**config.mk**
```make
export PLATFORM = sky130hd
export DESIGN_NAME = mem_access_unit_flat
export DESIGN_NICKNAME = d
export VERILOG_FILES = /design/src/rtl/mem_access_unit_if.sv /design/src/rtl/mem_access_unit.sv /design/src/flat_wrapper.sv
export SDC_FILE = /design/constraint.sdc
export NUM_CORES = 1
export LEC_CHECK = 0
export BUFFER_PORTS_ARGS = -buffer_cell sky130_fd_sc_hd__buf_2
export CAP_MARGIN = 0
export CORE_UTILIZATION = 40
export DETAILED_ROUTE_END_ITERATION = 8
export GPL_TIMING_DRIVEN = 0
export PLACE_DENSITY = 0.76
export SYNTH_ARGS = -nofsm -noshare
export SYNTH_HDL_FRONTEND = slang
export SYNTH_SLANG_ARGS = --single-unit
```
**constraint.sdc**
```tcl
create_clock -name clk -period 6 [get_ports clk]
set_input_delay 1.2 -clock clk [delete_from_list [all_inputs] [get_ports clk]]
set_output_delay 1.2 -clock clk [all_outputs]
set_load 0.05 [all_outputs]
```
**src/rtl/mem_access_unit_if.sv**
```systemverilog
// Bus bundle between the CPU datapath, mem_access_unit and the data RAM.
//   CPU side : req_valid/req_ready/req_we/req_funct3/req_addr/req_wdata,
//              resp_valid/resp_rdata/resp_err
//   RAM side : mem_addr/mem_we/mem_wdata (driven by the unit), mem_rdata (from RAM)
// Modports:
//   slave  - the mem_access_unit view (accepts requests, drives RAM)
//   master - the requester/environment view (issues requests, models RAM)
interface mem_access_unit_if #(
  parameter int unsigned ADDRESS_WIDTH = 32
);
  logic                     req_valid;
  logic                     req_ready;
  logic                     req_we;
  logic [2:0]               req_funct3;
  logic [ADDRESS_WIDTH-1:0] req_addr;
  logic [31:0]              req_wdata;
  logic                     resp_valid;
  logic [31:0]              resp_rdata;
  logic                     resp_err;
  logic [ADDRESS_WIDTH-1:0] mem_addr;
  logic                     mem_we;
  logic [31:0]              mem_wdata;
  logic [31:0]              mem_rdata;

  modport slave (
    input  req_valid, req_we, req_funct3, req_addr, req_wdata, mem_rdata,
    output req_ready, resp_valid, resp_rdata, resp_err, mem_addr, mem_we, mem_wdata
  );

  modport master (
    output req_valid, req_we, req_funct3, req_addr, req_wdata, mem_rdata,
    input  req_ready, resp_valid, resp_rdata, resp_err, mem_addr, mem_we, mem_wdata
  );
endinterface

```
**src/rtl/mem_access_unit.sv**
```systemverilog
// Load/store initiator between the CPU datapath and a byte-addressed data RAM.
// Accepts one RV32I load/store per valid/ready handshake, checks funct3 and the
// address window [RAM_BASE, RAM_TOP], performs the RAM access (SB/SH through a
// read-modify-write of the containing word) and returns a one-cycle resp_valid.
// Ports:
//   clk  - clock, rising edge
//   rst  - asynchronous reset, active-high
//   bus  - mem_access_unit_if.slave (CPU request/response + RAM address/data)
module mem_access_unit #(
  parameter int unsigned              ADDRESS_WIDTH = 32,
  parameter logic [ADDRESS_WIDTH-1:0] RAM_BASE      = 32'h0000_1000,
  parameter logic [ADDRESS_WIDTH-1:0] RAM_TOP       = 32'h0000_1FFF
) (
  input  logic                clk,
  input  logic                rst,
  mem_access_unit_if.slave    bus
);

  localparam int unsigned AW1 = ADDRESS_WIDTH + 1;

  localparam logic [1:0] IDLE = 2'd0;
  localparam logic [1:0] RD   = 2'd1;
  localparam logic [1:0] WR   = 2'd2;
  localparam logic [1:0] RESP = 2'd3;

  logic [1:0]               state;
  logic                     we_q;
  logic [2:0]               funct3_q;
  logic [ADDRESS_WIDTH-1:0] addr_q;
  logic [31:0]              wdata_q;
  logic [31:8]              old_q;
  logic [31:0]              resp_rdata_q;
  logic                     resp_err_q;

  // Request legality, evaluated on the incoming request
  logic           funct3_ok;
  logic [AW1-1:0] size_m1;
  logic [AW1-1:0] addr_ext;
  logic [AW1-1:0] last_ext;
  logic           in_range;
  logic           req_err;

  always_comb begin
    funct3_ok = 1'b0;
    size_m1   = '0;
    case (bus.req_funct3)
      3'b000: begin funct3_ok = 1'b1;        size_m1 = AW1'(0); end
      3'b001: begin funct3_ok = 1'b1;        size_m1 = AW1'(1); end
      3'b010: begin funct3_ok = 1'b1;        size_m1 = AW1'(3); end
      3'b100: begin funct3_ok = !bus.req_we; size_m1 = AW1'(0); end
      3'b101: begin funct3_ok = !bus.req_we; size_m1 = AW1'(1); end
      default: begin funct3_ok = 1'b0;       size_m1 = '0;      end
    endcase
  end

  // One extra bit so an access running past the top of the address space
  // cannot wrap back into the window.
  assign addr_ext = {1'b0, bus.req_addr};
  assign last_ext = addr_ext + size_m1;
  assign in_range = (addr_ext >= {1'b0, RAM_BASE}) && (last_ext <= {1'b0, RAM_TOP});
  assign req_err  = !funct3_ok || !in_range;

  // Load extension of the RAM word read in RD (byte/half always at bits [7:0]/[15:0]
  // because the RAM returns the word starting at the request address).
  logic [31:0] load_ext;
  always_comb begin
    case (funct3_q)
      3'b000:  load_ext = {{24{bus.mem_rdata[7]}},  bus.mem_rdata[7:0]};
      3'b001:  load_ext = {{16{bus.mem_rdata[15]}}, bus.mem_rdata[15:0]};
      3'b010:  load_ext = bus.mem_rdata;
      3'b100:  load_ext = {24'h0, bus.mem_rdata[7:0]};
      3'b101:  load_ext = {16'h0, bus.mem_rdata[15:0]};
      default: load_ext = '0;
    endcase
  end

  always_ff @(posedge clk or posedge rst) begin
    if (rst) begin
      state        <= IDLE;
      we_q         <= 1'b0;
      funct3_q     <= '0;
      addr_q       <= '0;
      wdata_q      <= '0;
      old_q        <= '0;
      resp_rdata_q <= '0;
      resp_err_q   <= 1'b0;
    end else begin
      case (state)
        IDLE: begin
          if (bus.req_valid) begin
            we_q     <= bus.req_we;
            funct3_q <= bus.req_funct3;
            addr_q   <= bus.req_addr;
            wdata_q  <= bus.req_wdata;
            if (req_err) begin
              state        <= RESP;
              resp_rdata_q <= '0;
              resp_err_q   <= 1'b1;
            end else if (bus.req_we && bus.req_funct3 == 3'b010) begin
              state <= WR;
            end else begin
              state <= RD;
            end
          end
        end
        RD: begin
          old_q <= bus.mem_rdata[31:8];
          if (we_q) begin
            state <= WR;
          end else begin
            state        <= RESP;
            resp_rdata_q <= load_ext;
            resp_err_q   <= 1'b0;
          end
        end
        WR: begin
          state        <= RESP;
          resp_rdata_q <= '0;
          resp_err_q   <= 1'b0;
        end
        default: begin
          state <= IDLE;
        end
      endcase
    end
  end

  // Write data merges the captured old word for partial stores
  logic [31:0] wr_data;
  always_comb begin
    case (funct3_q)
      3'b000:  wr_data = {old_q[31:8],  wdata_q[7:0]};
      3'b001:  wr_data = {old_q[31:16], wdata_q[15:0]};
      default: wr_data = wdata_q;
    endcase
  end

  // mem_we decodes straight from state so an asynchronous reset drops it at once
  assign bus.mem_we     = (state == WR);
  assign bus.mem_addr   = addr_q;
  assign bus.mem_wdata  = (state == WR) ? wr_data : '0;
  assign bus.req_ready  = (state == IDLE);
  assign bus.resp_valid = (state == RESP);
  assign bus.resp_rdata = resp_rdata_q;
  assign bus.resp_err   = resp_err_q;

endmodule

```
**src/flat_wrapper.sv**
```systemverilog
// flat-port wrapper written by rule: the top's interface ports become plain ports
module mem_access_unit_flat 
#(
  parameter int unsigned              ADDRESS_WIDTH = 32,
  parameter logic [ADDRESS_WIDTH-1:0] RAM_BASE      = 32'h0000_1000,
  parameter logic [ADDRESS_WIDTH-1:0] RAM_TOP       = 32'h0000_1FFF
)
  (clk, rst, bus_req_valid, bus_req_we, bus_req_funct3, bus_req_addr, bus_req_wdata, bus_mem_rdata, bus_req_ready, bus_resp_valid, bus_resp_rdata, bus_resp_err, bus_mem_addr, bus_mem_we, bus_mem_wdata);
  mem_access_unit_if #(.ADDRESS_WIDTH(ADDRESS_WIDTH)) bus_i ();
  input  logic clk;
  input  logic rst;
  input wire logic [$bits(bus_i.req_valid)-1:0] bus_req_valid;
  input wire logic [$bits(bus_i.req_we)-1:0] bus_req_we;
  input wire logic [$bits(bus_i.req_funct3)-1:0] bus_req_funct3;
  input wire logic [$bits(bus_i.req_addr)-1:0] bus_req_addr;
  input wire logic [$bits(bus_i.req_wdata)-1:0] bus_req_wdata;
  input wire logic [$bits(bus_i.mem_rdata)-1:0] bus_mem_rdata;
  output wire logic [$bits(bus_i.req_ready)-1:0] bus_req_ready;
  output wire logic [$bits(bus_i.resp_valid)-1:0] bus_resp_valid;
  output wire logic [$bits(bus_i.resp_rdata)-1:0] bus_resp_rdata;
  output wire logic [$bits(bus_i.resp_err)-1:0] bus_resp_err;
  output wire logic [$bits(bus_i.mem_addr)-1:0] bus_mem_addr;
  output wire logic [$bits(bus_i.mem_we)-1:0] bus_mem_we;
  output wire logic [$bits(bus_i.mem_wdata)-1:0] bus_mem_wdata;
  assign bus_i.req_valid = bus_req_valid;
  assign bus_i.req_we = bus_req_we;
  assign bus_i.req_funct3 = bus_req_funct3;
  assign bus_i.req_addr = bus_req_addr;
  assign bus_i.req_wdata = bus_req_wdata;
  assign bus_i.mem_rdata = bus_mem_rdata;
  assign bus_req_ready = bus_i.req_ready;
  assign bus_resp_valid = bus_i.resp_valid;
  assign bus_resp_rdata = bus_i.resp_rdata;
  assign bus_resp_err = bus_i.resp_err;
  assign bus_mem_addr = bus_i.mem_addr;
  assign bus_mem_we = bus_i.mem_we;
  assign bus_mem_wdata = bus_i.mem_wdata;
  mem_access_unit #(.ADDRESS_WIDTH(ADDRESS_WIDTH), .RAM_BASE(RAM_BASE), .RAM_TOP(RAM_TOP)) u_core (.clk(clk), .rst(rst), .bus(bus_i));
endmodule
```
# After elaboration in Yosys (flattened, before gate mapping)
# Cells that the tools add are included.
# word_totals
ff_bits	127
inputBits	103
# classes
mux	18
magnitude_cmp	2
reduce_logical	15
eq_ne	14
addsub	1
# op_table
op	n
$pmux 32 s5	1
$mux 32	4
$pmux 32 s3	1
$pmux 32 s2	1
$add 32x2->33	1
$le 33x13->1 const B	1
$ge 32x13->1 const B	1
$eq 3x3->1 const B	4
$eq 3x1->1 const B	2
$eq 3x2->1 const B	2
$logic_not 3->1	2
$mux 2	3
$pmux 2 s3	1
$eq 2x2->1 const B	2
$mux 1	4
$ne 2x2->1 const B	2
$pmux 2 s2	1
$reduce_and 4->1	1
$reduce_or 2->1	2
$logic_not 1->1	3
$pmux 1 s3	1
$reduce_bool 3->1	1
$reduce_or 3->1	1
$eq 2x1->1 const B	1
other kinds (6)	7

# Depth between registers and ports, before layout
# logic_depth
ltp_word	11
depth_mapped	15
mapped_depth_nobuf	13

# Worst setup path after synthesis
# Ideal clock, no wire load.
# synth_timing
kind	input to register
startpoint	input port bus_req_funct3[1]
endpoint	register u_core.resp_rdata_q[10] (netlist: u_core.bus.resp_rdata[10])
required_ps	5919
arrival_time_ps	4113
cell_stages	15
path_slack_ps	1806
n_path_buf	2
cell_sequence	inv_1 -> nor3_1 -> a21o_1 -> ha_1 -> fa_1 -> inv_1 -> nor4_1 -> mux2i_1 -> nor4_1 -> nand3_1 -> or4b_4 -> and4_4 -> buf_6 -> buf_6 -> o22ai_2
# synth_between
elab_chain_cells	10
word_cells_on_any_way	18
# synth_lines
item	line	text
from (decl)	flat_wrapper.sv:14	input wire logic [$bits(bus_i.req_funct3)-1:0] bus_req_funct3;
$eq 3x1->1 / $eq 3x3->1 (equally long branches)	mem_access_unit.sv:46	case (bus.req_funct3)
$reduce_or 2->1 (no source line)	--	
$pmux 2 s2	mem_access_unit.sv:46	
$add 32x2->33	mem_access_unit.sv:59	assign last_ext = addr_ext + size_m1;
$le 33x13->1	mem_access_unit.sv:60	assign in_range = (addr_ext >= {1'b0, RAM_BASE}) && (last_ext <= {1'b0, RAM_TOP});
$logic_and 1x1->1	mem_access_unit.sv:60	
$logic_not 1->1	mem_access_unit.sv:61	assign req_err = !funct3_ok || !in_range;
$logic_or 1x1->1 *	mem_access_unit.sv:61	
$ne 2x1->1 (no source line) *	--	
$reduce_and 4->1 (no source line) *	--	
to (signal assigned)	mem_access_unit.sv:112	resp_rdata_q <= load_ext;
to (decl)	mem_access_unit.sv:32	logic [31:0] resp_rdata_q;
# Every way passes the cells marked *; elsewhere a longest branch is shown, timed or not.
# A chain may end at the register's enable or synchronous reset.

# Worst setup path in the final report
# layout_timing
startpoint	input port bus_req_funct3[1]
endpoint	register u_core.resp_rdata_q[17] (netlist: u_core.bus.resp_rdata[17])
# Same word-level chain as after synthesis.

==> summary.md <==
| Metric | Value |
|---|---|
| FMAX | `222.1 MHz` |
| Worst Max-Slew Pin Slew | `about 850 ps` |
| # fillers | `~1400` |
| Worst endpoint data arrival time | `4790 ps` |
| Pleak | `0.003890 uW` |
| Seq/Total Area, Yosys | `approximately half` |
| RSZ-0062 raised after global routing | `false` |
| Number of global-route vias before repair | `between 5000 and 6000` |
| Final hold vios | `0` |
| Antenna Cells | `0` |
| VDD IR max | `between 0.3 and 0.4 mV` |
| Critical path fanouts, max | `10` |
| Final Max Slew Viols | `0` |
| Clk_lat worst skew | `roughly 420 ps` |
| Met1 Wirelength | `between 7000 and 8000 um` |
| Rows | `between 40 and 50` |
| PD cells | `612.1 mW/mm^2` |
| Root buffer cell | `clkbuf_16` |
| Utilization after layout | `a little over half` |
| Asr flop ratio synth | `100.0%` |
| H-Tree Depth | `4` |
| Total track usage | `between 20% and 30%` |
| Placed cells | `990` |
| Routed vias | `between 5000 and 6000` |
| Distinct cells, synth | `48` |
| Ports | `approximately 200` |
| Synthesized flop and latch total | `around 130` |
| Maxcap violations | `0` |
| Die area | `~0.016 sq mm` |
| Rel. slew slack | `~43%` |
| Synth Area per Inst | `11.00 sq um` |
| Grt total ovfl | `0` |
| Post-CTS sizing | `0` |
| Synth warn | `0` |
| Worst endpoint required time | `6280 ps` |
| # hold bufs at CTS | `0` |
| IO buf count | `~200` |
| Wire per inst | `between 15 and 20 um` |
| CTS clk-pin slew, worst paths | `60 ps` |
| Largest net degree at the start of global routing | `95` |
| Worst setup EP type | `flip-flop` |
| First-pass GRT wire length | `about 26000 um` |
| PnR worst setup slack | `around 1500 ps` |
| Mapped Nets | `686` |
| Worst Hold Class | `reg -> reg` |
| Met3 WL post-DR | `954 um` |
| Area leader, netlist | `dfrtp_1` |
| Horiz. Die Dim | `roughly 130 um` |
| WL final | `between 15000 and 20000 um` |
| Layout Cells excl Fill | `about 1000` |
| Placement Setup Slack | `1150 ps` |
| Min-delay src | `u_core.bus.mem_addr[24]` |
| Core area | `0.01531 sq mm` |
| Hold Slack | `about 470 ps` |
| DRT Pass-1 Iters | `4` |
| Top sig layer | `met4` |
| Worst reg2reg startpoint | `u_core.state[0]` |
| CTS tree | `yes` |
| CP Buf/Inv Count | `4` |
| Multi-input logic area | `slightly below 0.003 sq mm` |
| Die height | `127.9 um` |
| Area share of the largest cell type after synthesis | `50.15%` |
| Detailed-route DRC error count | `0` |
| Synthesized area | `0.006337 sq mm` |
| Min Tclk post-route | `about 4500 ps` |
| Sequential Area | `0.003178 sq mm` |
| Met2 wire len | `between 7000 and 8000 um` |
| DP Wirelength | `12520 um` |
| Post-route ant nets | `0` |
| Cells after Synth | `around 580` |
| Crit path cell chain | `buf_2 -> inv_1 -> nor3_1 -> a21o_1 -> ha_1 -> fa_1 -> inv_1 -> nor4_1 -> mux2i_1 -> nor4_1 -> nand4bb_1 -> o311a_1 -> o211ai_1 -> buf_2 -> o22ai_2` |
| Critical path type | `in -> reg` |
| Sink Count | `roughly 130` |
| Synth area leaders | `dfrtp_1, mux2_2, nand2_1, o22ai_2, a21boi_0` |
| Critical Path Source Type | `input port` |
| Top delay family on crit path | `simple AND/OR/NAND/NOR gates` |
| Status | `completed` |
| Crit path from | `bus_req_funct3[1]` |
| Largest stage delay, worst path | `between 500 and 600 ps` |
| Area Growth Syn to Fin | `30.72%` |
| Initial DRC Count | `212` |
| Fin crit share | `between 70 and 80%` |
| Post-CTS setup buffer count | `0` |
| RePlAce Congestion | `0.9024` |
| Final #Nets | `just over 900` |
| Post-synth EDFFs | `0` |
| Slowest-stage cell, CP | `nor3_1` |
| Setup violations, final | `0` |
| Antenna violations before repair | `0` |
| Num CTS Buffers | `17` |
| Commonest register cell after synthesis | `dfrtp_1` |
| Initial Util | `between 40% and 50%` |
| Layout cell share with drive strength beyond 1 | `between 40% and 50%` |
| Longest Clk Path Bufs | `2` |
| Post-DR vias/cell | `between 5 and 6` |
| Worst clock skew | `~4.4 ps` |
[layout make-up]
| cell class | instances | area share, % |
|---|---|---|
| inverter | 18 | 0.8760 |
| sequential | 127 | 38.36 |
| timing repair buffer | 203 | 12.54 |
| clock buffer | 19 | 5.467 |
| clock inverter | 13 | 2.250 |
| multi-input combinational | 399 | 35.37 |
| buffer | 32 | 1.948 |
| tap | 211 | 3.187 |
[power breakdown]
group / switching (uW) / leakage [uW] / total (uW) / internal [uW]
Clock: 389 / 0.000302 / 1110 / 718
Combinational: 1750 / 0.00202 / 2540 / 790
Sequential: 193 / 0.00156 / 1430 / 1230
[metal layers]
layer | global-route usage [%] | vias up
met3 | 5.509 | 14
met1 | 26.40 | 2492
met4 | 6.021 | 0
met5 | 0 | -
met2 | 34.94 | 159
li1 | - | 2494
[metrics by stage]
stage	TNS, ps	area (sq um)	total power [uW]
after floorplan	0	6337	3367
after global placement	-24110	7612	3934
after detailed placement	0	7645	3989
after CTS	0	8284	5111
after global routing	0	8284	5349
final	0	8284	5071
[state kept, by name, indices dropped and copies added (netlist names)]
register	flops
u_core.we_q	1
u_core.bus.resp_rdata	32
u_core.state	2
u_core.wdata_q	32
u_core.bus.mem_addr	32
u_core.bus.resp_err	1
u_core.funct3_q	3
u_core.old_q	24
[worst register-to-register path: stages, from the launching register on]
cell and delay [ps]:
dfrtp_1 400, inv_1 80, ha_1 240, nand2_1 80
clkbuf_1 460, clkbuf_1 620, mux2_2 420
[cell usage after synthesis, types with 5 or more instances]
master / count
nor2_1: 18
nor3_1: 8
dfrtp_1: 127
a21boi_0: 25
o22ai_2: 22
clkbuf_1: 24
nand3_1: 6
buf_6: 5
nand4_1: 6
nand2_1: 96
and2_1: 10
o22ai_1: 10
o21ai_0: 15
a21oi_1: 29
inv_1: 18
ha_1: 6
nor4_1: 8
mux2_2: 91
[cells by family after synthesis]
family,count (synthesis),synth area share (%)
and+or+nand+nor,176,13.66
AOI/OAI and AO/OA,116,13.58
DFF,127,50.15
muxes,95,16.80
adders and majority gates,7,1.500
buffers and inverters,50,3.613
xor gates and xnor gates,5,0.6911
[final timing paths]
check | cells after the start | endpoint | slack, ps
min | 2 | u_core.bus.mem_addr[24] | 470
max in group asynchronous | 3 | u_core.bus.resp_rdata[10] | 4450
max reg2reg | 6 | u_core.wdata_q[22] | 3590
min in group asynchronous | 2 | u_core.wdata_q[26] | 760
min reg2reg | 2 | u_core.bus.mem_addr[24] | 470
max | 15 | u_core.bus.resp_rdata[17] | 1500
[layout by cell type (no fill, tap or decap), drive strengths merged, types with 18 or more instances in the layout]
cell / instances
clkbuf: 43
nand2: 96
a21oi: 29
o22ai: 32
dfrtp: 127
inv: 19
buf: 211
nor2: 18
a21boi: 25
mux2: 91
(Power assumes the default switching activity.)
